$ cat src/rtl/warp_issue_scheduler_pkg.sv
// Shared constants and encodings for the warp issue scheduler.
// Holds warp count, index width, warp-state and CTA FSM encodings.
package warp_issue_scheduler_pkg;

    localparam int NUM_WARP     = 4;
    localparam int NUM_WARP_LOG = 2;

    typedef logic [NUM_WARP_LOG-1:0] warp_idx_t;

    // Per-warp state
    localparam logic [1:0] W_IDLE     = 2'd0;
    localparam logic [1:0] W_ACTIVE   = 2'd1;
    localparam logic [1:0] W_WAIT_BAR = 2'd2;
    localparam logic [1:0] W_DONE     = 2'd3;

    // CTA-level FSM
    localparam logic [1:0] S_IDLE = 2'd0;
    localparam logic [1:0] S_RUN  = 2'd1;
    localparam logic [1:0] S_FIN  = 2'd2;

    // (base + off) modulo NUM_WARP, off in [0, NUM_WARP]
    function automatic warp_idx_t wrap_add(
        input warp_idx_t base,
        input int        off
    );
        int s;
        s = int'(base) + off;
        if (s >= NUM_WARP) begin
            s = s - NUM_WARP;
        end
        return warp_idx_t'(s);
    endfunction

endpackage

$ cat src/rtl/warp_rr_picker.sv
// Combinational round-robin picker over the eligible-warp mask.
// Ports: elig_i mask, ptr_i search start -> valid_o, grant_o index.
module warp_rr_picker
    import warp_issue_scheduler_pkg::*;
(
    input  logic [NUM_WARP-1:0] elig_i,
    input  warp_idx_t           ptr_i,
    output logic                valid_o,
    output warp_idx_t           grant_o
);

    // Walk offsets from farthest to nearest so the warp
    // closest to ptr_i is the last (winning) assignment.
    always_comb begin
        valid_o = 1'b0;
        grant_o = ptr_i;
        for (int k = NUM_WARP - 1; k >= 0; k--) begin
            if (elig_i[wrap_add(ptr_i, k)]) begin
                valid_o = 1'b1;
                grant_o = wrap_add(ptr_i, k);
            end
        end
    end

endmodule

$ cat src/rtl/warp_issue_scheduler.sv
// Warp issue scheduler: tracks per-warp CTA state and picks one
// ready warp per cycle, round-robin, with a registered issue port.
// Inputs: clk, reset (sync, high), stall_i, launch_i, warpEnMask_i,
//   warpReady_i, syncDone_i, ctaExit_i, exitWarp_i, issueSync_i.
// Outputs: issueValid_o, issueWarp_o, ctaDone_o (all registered).
// Build option WARP_SCHED_GREEDY_EN: keep re-issuing the last warp
//   while it stays active and ready.
module warp_issue_scheduler
    import warp_issue_scheduler_pkg::*;
(
    input  logic                    clk,
    input  logic                    reset,
    input  logic                    stall_i,
    input  logic                    launch_i,
    input  logic [NUM_WARP-1:0]     warpEnMask_i,
    input  logic [NUM_WARP-1:0]     warpReady_i,
    input  logic                    syncDone_i,
    input  logic                    ctaExit_i,
    input  logic [NUM_WARP_LOG-1:0] exitWarp_i,
    input  logic                    issueSync_i,
    output logic                    issueValid_o,
    output logic [NUM_WARP_LOG-1:0] issueWarp_o,
    output logic                    ctaDone_o
);

    logic [1:0]          fsm_q, fsm_d;
    logic [1:0]          wstate_q [NUM_WARP];
    logic [1:0]          wstate_d [NUM_WARP];
    warp_idx_t           ptr_q, ptr_d;
    logic                issue_valid_q, issue_valid_d;
    warp_idx_t           issue_warp_q, issue_warp_d;
    logic                cta_done_q, cta_done_d;

    logic [NUM_WARP-1:0] elig;
    logic [NUM_WARP-1:0] sync_hit;
    logic                pick_valid;
    warp_idx_t           pick_idx;
    logic                stick;
    logic                sel_valid;
    warp_idx_t           sel_warp;
    logic                all_done;

    // The warp on the issue port right now was picked last cycle;
    // it is the one excluded from back-to-back issue and the one
    // a barrier report refers to.
    always_comb begin
        elig     = '0;
        sync_hit = '0;
        for (int i = 0; i < NUM_WARP; i++) begin
            elig[i] = (wstate_q[i] == W_ACTIVE)
                   && warpReady_i[i]
                   && !(issue_valid_q
                        && issue_warp_q == warp_idx_t'(i));
            sync_hit[i] = issueSync_i
                       && issue_valid_q
                       && issue_warp_q == warp_idx_t'(i)
                       && (wstate_q[i] == W_ACTIVE);
        end
    end

    warp_rr_picker u_picker (
        .elig_i  (elig),
        .ptr_i   (ptr_q),
        .valid_o (pick_valid),
        .grant_o (pick_idx)
    );

`ifdef WARP_SCHED_GREEDY_EN
    assign stick = issue_valid_q
                && (wstate_q[issue_warp_q] == W_ACTIVE)
                && warpReady_i[issue_warp_q];
`else
    assign stick = 1'b0;
`endif

    assign sel_valid = stick | pick_valid;
    assign sel_warp  = stick ? issue_warp_q : pick_idx;

    always_comb begin
        fsm_d         = fsm_q;
        wstate_d      = wstate_q;
        ptr_d         = ptr_q;
        issue_valid_d = issue_valid_q;
        issue_warp_d  = issue_warp_q;
        cta_done_d    = cta_done_q;
        all_done      = 1'b0;
        if (!stall_i) begin
            issue_valid_d = sel_valid;
            cta_done_d    = 1'b0;
            if (sel_valid) begin
                issue_warp_d = sel_warp;
                ptr_d        = wrap_add(sel_warp, 1);
            end
            unique case (1'b1)
                (fsm_q == S_IDLE): begin
                    if (launch_i) begin
                        for (int i = 0; i < NUM_WARP; i++) begin
                            wstate_d[i] = warpEnMask_i[i]
                                        ? W_ACTIVE : W_DONE;
                        end
                        fsm_d = S_RUN;
                    end
                end
                (fsm_q == S_RUN): begin
                    // Later assignments win: exit over sync,
                    // barrier release over a same-cycle barrier.
                    for (int i = 0; i < NUM_WARP; i++) begin
                        if (syncDone_i
                            && wstate_q[i] == W_WAIT_BAR) begin
                            wstate_d[i] = W_ACTIVE;
                        end
                        if (sync_hit[i] && !syncDone_i) begin
                            wstate_d[i] = W_WAIT_BAR;
                        end
                        if (ctaExit_i
                            && exitWarp_i == warp_idx_t'(i)) begin
                            wstate_d[i] = W_DONE;
                        end
                    end
                    all_done = 1'b1;
                    for (int i = 0; i < NUM_WARP; i++) begin
                        if (wstate_d[i] != W_DONE) begin
                            all_done = 1'b0;
                        end
                    end
                    if (all_done) begin
                        fsm_d      = S_FIN;
                        cta_done_d = 1'b1;
                    end
                end
                (fsm_q == S_FIN): begin
                    fsm_d = S_IDLE;
                    for (int i = 0; i < NUM_WARP; i++) begin
                        wstate_d[i] = W_IDLE;
                    end
                end
                default: begin
                    fsm_d = S_IDLE;
                end
            endcase
        end
    end

    always_ff @(posedge clk) begin
        if (reset) begin
            fsm_q         <= S_IDLE;
            ptr_q         <= '0;
            issue_valid_q <= 1'b0;
            issue_warp_q  <= '0;
            cta_done_q    <= 1'b0;
            for (int i = 0; i < NUM_WARP; i++) begin
                wstate_q[i] <= W_IDLE;
            end
        end else begin
            fsm_q         <= fsm_d;
            ptr_q         <= ptr_d;
            issue_valid_q <= issue_valid_d;
            issue_warp_q  <= issue_warp_d;
            cta_done_q    <= cta_done_d;
            for (int i = 0; i < NUM_WARP; i++) begin
                wstate_q[i] <= wstate_d[i];
            end
        end
    end

    assign issueValid_o = issue_valid_q;
    assign issueWarp_o  = issue_warp_q;
    assign ctaDone_o    = cta_done_q;

endmodule
$ cat config.mk
export PLATFORM = sky130hd
export DESIGN_NAME = warp_issue_scheduler
export DESIGN_NICKNAME = d
export VERILOG_FILES = /design/src/rtl/warp_issue_scheduler_pkg.sv /design/src/rtl/warp_rr_picker.sv /design/src/rtl/warp_issue_scheduler.sv
export SDC_FILE = /design/constraint.sdc
export NUM_CORES = 1
export LEC_CHECK = 0
export ABC_CLOCK_PERIOD_IN_PS = 1900
export CORE_MARGIN = 2
export CORE_UTILIZATION = 40
export CTS_CLUSTER_DIAMETER = 150
export DETAILED_ROUTE_END_ITERATION = 8
export GPL_TIMING_DRIVEN = 1
export PLACE_DENSITY = 0.7
export SYNTH_ARGS = -nofsm -noshare
export SYNTH_HDL_FRONTEND = slang
export SYNTH_HIERARCHICAL = 1
export SYNTH_SLANG_ARGS = --single-unit
$ cat constraint.sdc
create_clock -name clk -period 1.9 [get_ports clk]
set_input_delay 0.285 -clock clk [delete_from_list [all_inputs] [get_ports clk]]
set_output_delay 0.285 -clock clk [all_outputs]
set_load 0.1 [all_outputs]
# Word level (Yosys, flattened, before mapping)
# Index checks and enable logic that the tools add are counted.
[totals]
register_bits = 16
in_bits = 17
elab_cells = 153
[op_classes]
addsub = 9
n_lt_le_gt_ge = 9
n_eq_ne = 22
muxes = 58
n_bitwise = 1
reduce_logical = 45
[op_table]
columns = ["operator", "n"]
rows = [
  ["two-way mux 2 bit", 35],
  ["logical AND 1 bit", 33],
  ["one-hot mux 8 bit (3 select lines)", 1],
  ["equality test 2 bit (second input constant)", 9],
  ["two-way mux 1 bit", 16],
  ["equality test 2 x 1 -> 1 bit (second input constant)", 7],
  [">= comparator 3 bit (second input constant)", 4],
  ["< comparator 2 x 3 -> 1 bit (second input constant)", 4],
  ["!= test 2 bit (second input constant)", 5],
  ["subtractor 2 x 1 -> 2 bit (second input constant)", 5],
  ["binary-select mux 1 bit (select 2 bit)", 4],
  ["two-way mux 8 bit", 1],
  ["adder 2 x 1 -> 3 bit (second input constant)", 2],
  ["adder 2 x 2 -> 3 bit (second input constant)", 2],
  ["logical NOT 2 bit", 3],
  ["AND reduction 3 bit", 2],
  ["logical NOT 1 bit", 5],
  ["one-hot mux 2 bit (2 select lines)", 1],
  [">= comparator 2 x 3 -> 1 bit (second input constant)", 1],
  ["nonzero test 3 bit", 1],
  ["!= test 2 x 1 -> 1 bit (second input constant)", 1],
  ["AND reduction 2 bit", 1],
  ["NOT 1 bit", 1],
]

# Depth between registers and ports, before layout
# Gate-level depths: netlist of run 1.
[depth]
word_depth = 17
mapped_depth = 9
depth_no_buf = 9

# Modules after synthesis
# The synthesis of run 1 kept the hierarchy.
[modules_own_cells]
columns = ["module", "n_inst", "cells_each", "area_each_um2"]
rows = [
  ["warp_issue_scheduler", 1, 141, 1063.5],
  ["warp_rr_picker", 1, 16, 100.1],
]

# Worst setup path after synthesis of run 1
# Ideal clock, no wire load.
[synth_path]
path_kind = "register to register"
from = "reg issue_valid_q, in the netlist issueValid_o"
to = "reg cta_done_q, in the netlist ctaDone_o"
setup_time_ns = 0.071
t_arrival_ns = 2.651
required_ns = 1.829
setup_slack_ns = -0.821
stages_incl_launch_ff = 7
path_buffers = 0
period_less_slack_ns = 2.721
cell_sequence = "dfxtp_1 nor3b_4 nand3_2 o21a_1 or4b_4 or3b_1 a21oi_1"
[synth_via]
elab_chain_len = 17
[synth_lines]
columns = ["item", "line_no", "rtl"]
rows = [
  ["from (decl)", "warp_issue_scheduler.sv:30", "logic issue_valid_q, issue_valid_d;"],
  ["from (signal assigned)", "warp_issue_scheduler.sv:157", "issue_valid_q <= issue_valid_d;"],
  ["logical AND 1 bit (*)", "warp_issue_scheduler.sv:55", "&& issue_valid_q"],
  ["logical AND 1 bit", "warp_issue_scheduler.sv:56", "&& issue_warp_q == warp_idx_t'(i)"],
  ["logical AND 1 bit", "warp_issue_scheduler.sv:57", "&& (wstate_q[i] == W_ACTIVE);"],
  ["logical AND 1 bit", "warp_issue_scheduler.sv:112", "if (sync_hit[i] && !syncDone_i) begin"],
  ["two-way mux 2 bit", "warp_issue_scheduler.sv:112", ""],
  ["two-way mux 2 bit", "warp_issue_scheduler.sv:115", "if (ctaExit_i"],
  ["two-way mux 2 bit", "warp_issue_scheduler.sv:94", "unique case (1'b1)"],
  ["two-way mux 2 bit", "warp_issue_scheduler.sv:87", "if (!stall_i) begin"],
  ["!= test 2 bit", "warp_issue_scheduler.sv:122", "if (wstate_d[i] != W_DONE) begin"],
  ["two-way mux 1 bit (3 in a row)", "warp_issue_scheduler.sv:122", ""],
  ["two-way mux 1 bit (*)", "warp_issue_scheduler.sv:122", ""],
  ["two-way mux 1 bit (*)", "warp_issue_scheduler.sv:94", ""],
  ["two-way mux 1 bit (*)", "warp_issue_scheduler.sv:87", ""],
  ["two-way mux 1 bit (*)", "warp_issue_scheduler.sv:126", "if (all_done) begin"],
  ["two-way mux 1 bit (*)", "warp_issue_scheduler.sv:94", ""],
  ["to (signal assigned)", "warp_issue_scheduler.sv:159", "cta_done_q <= cta_done_d;"],
  ["to (decl)", "warp_issue_scheduler.sv:32", "logic cta_done_q, cta_done_d;"],
]
# Mark *: on every way between the ends. The rest lies on a longest branch, timed or not. The select of a mux whose other input is x is not followed.
# A chain may end at the register's enable or synchronous reset.

# Worst setup path in the final report of run 1
# Ends and elaborated chain as after synthesis.

==> results of run 1 <==
layout make-up:
cell class / count / area (sq um)
fillers: 258 / 1066
multi-input cells: 124 / 844.6
repair buffers: 49 / 406.6
flip-flops and latches: 16 / 331.6
well taps: 31 / 38.79
clock buffers: 4 / 36.28
inverters: 9 / 33.78
kinds of logic after synthesis:
| family | share of synthesized area [%] |
|---|---|
| and+or+nand+nor | 31.61 |
| AOI/OAI and AO/OA | 25.59 |
| muxes | 3.441 |
| buffers and inverters | 5.699 |
| DFF | 27.53 |
| adders and majority gates | 5.376 |
| xor gates and xnor gates | 0.7528 |
repair_timing:
item,in CTS,in global routing
setup endpoints to repair,6,9
pin swaps,3,2
cloned,0,0
gates resized for setup,10,6
power groups by stage:
stage	sequential (mW)	combinational (mW)	clock, mW
floorplan	0.420	0.178	0
global placement	0.400	0.329	0
detailed placement	0.401	0.336	0
CTS	0.393	0.343	0.253
global route	0.399	0.390	0.263
finish	0.396	0.355	0.245
worst min-delay path by stage:
stage	from	end	slack (ns)
5_1_grt	ctaDone_o$_SDFFE_PP0N_	ctaDone_o$_SDFFE_PP0N_	0.50
6_report	ctaDone_o$_SDFFE_PP0N_	ctaDone_o$_SDFFE_PP0N_	0.48
4_1_cts	ctaDone_o$_SDFFE_PP0N_	ctaDone_o$_SDFFE_PP0N_	0.48
3_5_place_dp	ctaDone_o$_SDFFE_PP0N_	ctaDone_o$_SDFFE_PP0N_	0.46
3_3_place_gp	ctaDone_o$_SDFFE_PP0N_	ctaDone_o$_SDFFE_PP0N_	0.46
2_1_floorplan	stall_i	issueValid_o$_SDFFE_PP0N_	0.42
cell usage after synthesis:
library cell  count
a21o_1            2
a41oi_1           1
buf_1             1
or4_1             1
o21ai_0           5
nand3b_1          1
ha_1              5
nor2_1           24
a31oi_1           3
and3b_1           2
nand2b_1          4
a311oi_1          5
nor2b_2           1
and2b_1           1
and4b_1           1
inv_1             9
o221a_2           1
or2_2             1
nor3_1            7
mux2i_1           4
dfxtp_1          16
buf_2             2
nor3b_4           1
nand3_1           1
nand3_2           1
or4b_4            1
or3b_1            1
o22ai_1           1
nor3b_1           1
nand2_1          13
a211oi_1          6
clkbuf_1          5
a21oi_1          20
nor2b_1           2
and2b_2           2
o21a_1            2
and3b_2           1
xnor2_1           1
a2bb2oi_1         1
layer usage:
layer	vias to the layer above	global-route usage [%]	part of all wire, %
li1	651	-	-
met1	630	25.86	44
met2	32	40.10	49
met3	7	3.795	4.9
met4	0	9.635	1.8
met5	-	0	0
worst register-to-register path, delay by kind of cell (launching register included):
family,cells,cell delay (ns)
AND/OR/NAND/NOR,4,1.22
flip-flops,1,0.39
AO/OA/AOI/OAI,2,0.30
state kept, by name, summed over array words and instances, names as in the netlist:
name	count
ptr_q	2
issueValid_o	1
fsm_q	2
wstate_q	8
issueWarp_o	2
ctaDone_o	1
per-stage QoR:
step,power [mW],area (sq um),hold WS (ns),worst slack [ns]
5_1_grt,1.053,1692,0.5008,-0.1515
3_5_place_dp,0.7376,1600,0.4558,-0.4602
6_report,0.9955,1692,0.4780,-0.05871
3_3_place_gp,0.7283,1600,0.4612,-0.4220
2_1_floorplan,0.5981,1194,0.4244,-0.1997
4_1_cts,0.9889,1658,0.4800,-0.07065
==> flow_summary.toml, run 1 <==
[outcome]
status = "complete, but fails checks"
violations = "setup timing"

[global_route]
grt_max_degree = 14
grt_pass1_vias = 1319
grt_util_all_layers_pct = 22.32
grt_pass1_wl_microns = 5823
grt-ovfl-total = 0
antenna_found_initial = 0

[sta]
tns_ns = -0.1075
fin_crit_sh_pct = 103.1
fmax_ghz = 0.5105
grt_setup_unrepaired = "true"
hold_viol = 0
fin_worst_skew_ns = 0.002401
worst_pin_slew_ns = 0.5481
setup-violations-final = 3
min_period_ns = 1.959
timing.slew.headroom_pct = 63.46
drv_slew = 0
finalWorstSetupSlack_ns = -0.05871

[clock_network]
worstSkewPairLatency_ns = 0.31
cts_hold_buffers = 0
clk_pin_slew_ns = 0.10
h-tree-depth = 1
cts_root_buffer = "clkbuf_4"
cts_sinks = 16
tritoncts = "yes"
post_cts_buffers = 0
cts_buffers = 3
clockBufferDepth = 2

[synthesis]
netlist-cell-type-count = 39
ys_ff_latch = 16
yosysWarnings = 6
postSynthAreaPerCell_sq_um = 7.412
yosysTopAreaCellShare_pct = 27.53
synth_area_leaders = "dfxtp_1 28%, a21oi_1 8.6%, nor2_1 7.7%"
synth_area_leader_cell = "dfxtp_1"
synth-seq-area-share_pct = 27.53
syn-num-nets = 179
synth_area_sq_um = 1164
synthCells = 157

[hold_path]
hold_class = "register to register"
hold_depth = 2

[power]
p_leak_nw = 0.7275
power_density_nw_per_um2 = 588.5
p_int_uw = 646.8
swShare_pct = 35.02
comb_power_share_pct = 35.7
p_sw_uw = 348.6
ir_drop_uv = 395.3
power.share.sequential_pct = 39.7
clkPwrFrac_pct = 24.6

[final_layout]
antenna_cells = 0
drive_above_1_share_pct = 29.21
final_cell_mix = "32 x buf_4, 24 x nor2_1, 19 x a21oi_1"
final_core_util_pct = 61.34
final_common_cell = "buf_4"
final_net_count = 225
syn_to_final_growth_pct = 45.38
instances_no_fill = 233

[route]
routed_wl_microns = 3478
ant_nets = 0
routedWlPerCell_microns = 14.93
vias = 1320
drt_iter0_markers = 70
firstDrtPassIters = 4
drc_errors = 0
routed_via_density = 5.665

[placement]
place_congestion = 0.9062
dp_hpwl_microns = 2622
placed_cells = 229
portBuffers = 20

[critical_path]
crit_fanout = 6
r2r_end = "ctaDone_o$_SDFFE_PP0N_"
crit_chain = "nor3b_4 -> nand3_2 -> o21a_1 -> or4b_4 -> or3b_1 -> a21oi_1"
crit_cells = 6
startpoint_type = "register"
arrival_ns = 2.21
worstSetupEndpoint = "ctaDone_o$_SDFFE_PP0N_"
critPathTopFamily = "simple AND/OR/NAND/NOR gates"
required_ns = 2.15
crit_path_max_incr_delay_ns = 0.50
critPathSlowestCell = "or4b_4"
rr_startpoint = "issueValid_o$_SDFFE_PP0N_"
cp-startpoint = "issueValid_o$_SDFFE_PP0N_"
criticalPathCategory = "register to register"
cp.buffers_inverters = 0
cp-end-kind = "register"
regToRegSetupSlack_ns = -0.06
rr_worst_depth = 6

[die]
rows = 19
fp.coreArea_sq_um = 2758
initial_utilization_pct = 42.20
ioPinCount = 21
dieArea_sq_um = 3356
die_y_microns = 57.94
die-width_microns = 57.94

[run]
drv_cap = 0
Power figures use the tool's default switching activity.
==> inputs of run 2 (changes only) <==
--- a/config.mk
+++ b/config.mk
@@ -6,6 +6,7 @@
 export NUM_CORES = 1
 export LEC_CHECK = 0
 export ABC_CLOCK_PERIOD_IN_PS = 1900
+export CORE_ASPECT_RATIO = 0.6
 export CORE_MARGIN = 2
 export CORE_UTILIZATION = 40
 export CTS_CLUSTER_DIAMETER = 150
==> constraint.sdc (replaced) <==
create_clock -name clk -period 1.9 [get_ports clk]
set_input_delay 0.19 -clock clk [delete_from_list [all_inputs] [get_ports clk]]
set_output_delay 0.19 -clock clk [all_outputs]
set_load 0.1 [all_outputs]
==> run 2 against run 1 <==
The flow still finishes with violations (setup timing). Non-clock buffer count is 1 lower. Register-to-register slack worse by 0.07 ns. Combinational power is 3% higher. Die area increased by 0.43%. Hold slack gained 0.017 ns. Final area up 1.1%. Sequential power barely moved. Cell count is 0.86% higher. Critical path type unchanged. Critical endpoint is now fsm_q[0]$_SDFFE_PP0P_.
==> flow_summary.toml, run 2 (synthesis results as in run 1) <==
[clock_network]
worstSkewPairLatency_ns = 0.26
cts_sinks = 16
tritoncts = "yes"
cts_hold_buffers = 0
clk_pin_slew_ns = 0.07
cts_buffers = 3
h-tree-depth = 1
clockBufferDepth = 2
cts_root_buffer = "clkbuf_8"

[placement]
place_congestion = 0.9098
placed_cells = 224
portBuffers = 20
dp_hpwl_microns = 2773
placed_cell_area_sq_um = 1544

[route]
firstDrtPassIters = 4
drc_errors = 0
drt_iter0_markers = 116
routed_via_density = 5.804
vias = 1364
ant_nets = 0
routedWlPerCell_microns = 15.72
routed_wl_microns = 3695

[die]
die-width_microns = 73.63
ioPinCount = 21
dieArea_sq_um = 3371
initial_utilization_pct = 41.33
rows = 15
fp.coreArea_sq_um = 2815
die_y_microns = 45.78

[sta]
fin_worst_skew_ns = 0.004965
fmax_ghz = 0.4928
setup-violations-final = 6
tns_ns = -0.4217
hold_ws_ns = 0.4952
timing.slew.headroom_pct = 66.84
drv_slew = 0
min_period_ns = 2.029
hold_viol = 0
grt_setup_unrepaired = "true"
finalWorstSetupSlack_ns = -0.1294
worst_pin_slew_ns = 0.4975
fin_crit_sh_pct = 106.8

[hold_path]
hold_class = "register to register"
hold_start = "ctaDone_o$_SDFFE_PP0N_"

[critical_path]
critPathSlowestCell = "or4b_4"
crit_chain = "nor3b_4 -> nand3_2 -> o21a_1 -> or4b_4 -> buf_6 -> a21oi_4 -> mux2i_1"
crit_path_max_incr_delay_ns = 0.49
criticalPathCategory = "register to register"
cp-end-kind = "register"
r2r_end = "fsm_q[0]$_SDFFE_PP0P_"
cp-startpoint = "issueWarp_o[1]$_SDFFE_PP0P_"
rr_worst_depth = 7
regToRegSetupSlack_ns = -0.13
required_ns = 2.08
crit_fanout = 6
worstSetupEndpoint = "fsm_q[0]$_SDFFE_PP0P_"
startpoint_type = "register"
rr_startpoint = "issueWarp_o[1]$_SDFFE_PP0P_"
arrival_ns = 2.21

[final_layout]
regArea_sq_um = 331.6
drive_above_1_share_pct = 28.36
final_net_count = 224
regMostFlops = "wstate_q"
largest_reg_flops = 8
final_common_cell = "buf_4"
multi_input_area_sq_um = 848.3
antenna_cells = 0
fin_area_sq_um = 1710
nFillCells = 224
final_cell_mix = "30 x buf_4, 24 x nor2_1, 19 x a21oi_1"
syn_to_final_growth_pct = 46.99
instances_no_fill = 235

[power]
power_density_nw_per_um2 = 607.4
p_total_mw = 1.039
clkPwrFrac_pct = 26.7
p_sw_uw = 360.6
ir_drop_uv = 308.2
p_int_uw = 678.3
comb_power_share_pct = 35.1
p_leak_nw = 0.7272
power.share.sequential_pct = 38.2
swShare_pct = 34.71

[outcome]
violations = "setup timing"
status = "complete, but fails checks"

[run]
drv_cap = 0

[global_route]
grt_max_degree = 14
grt-ovfl-total = 0
antenna_found_initial = 0
grt_util_all_layers_pct = 23.69
grt_pass1_vias = 1254
grt_pass1_wl_microns = 5809
run 2: cell type report:
class / count / share of cell area [%]
Sequential cell: 16 / 19.39
Multi-Input combinational cell: 124 / 49.60
Clock buffer: 3 / 2.414
Timing Repair Buffer: 48 / 23.92
Tap cell: 34 / 2.487
Inverter: 9 / 1.975
Clock inverter: 1 / 0.2195
run 2: worst min-delay path by stage:
stage	end	slack, ns	cells past startpoint
final	ctaDone_o$_SDFFE_PP0N_	0.50	2
after global routing	ctaDone_o$_SDFFE_PP0N_	0.51	2
after CTS	ctaDone_o$_SDFFE_PP0N_	0.50	2
after detailed placement	ctaDone_o$_SDFFE_PP0N_	0.49	2
after global placement	ctaDone_o$_SDFFE_PP0N_	0.47	2
after floorplan	issueValid_o$_SDFFE_PP0N_	0.33	2
run 2: what timing repair did:
item                       CTS  global route
gates resized for setup      7            11
setup endpoints to repair    7            11
pin swaps                    3             5
setup buffers                1             6
run 2: power groups by stage:
stage	combinational [mW]	sequential [mW]	clock, mW
final	0.365	0.397	0.277
after global routing	0.396	0.401	0.287
after CTS	0.334	0.396	0.277
after detailed placement	0.325	0.402	0
after global placement	0.314	0.399	0
after floorplan	0.178	0.420	0
run 2: metal layers:
metal	part of all wire, %	global-route usage (%)
met1	43	31.15
met4	2.2	8.000
met2	46	38.75
met5	0	0
met3	8.0	5.531
run 2: stage by stage:
step | worst slack (ns) | util [%]
6_report | -0.1294 | 60.76
5_1_grt | -0.2011 | 60.76
4_1_cts | -0.1173 | 57.69
3_5_place_dp | -0.4768 | 54.84
3_3_place_gp | -0.3337 | 54.84
2_1_floorplan | -0.1997 | -
run 2: worst max-delay path, delay by kind of cell (launching register included):
family	cells	cell delay (ns)
muxes	1	0.23
buffers and inverters	1	0.14
AOI/OAI and AO/OA	2	0.30
and+or+nand+nor	3	0.91
DFF	1	0.37
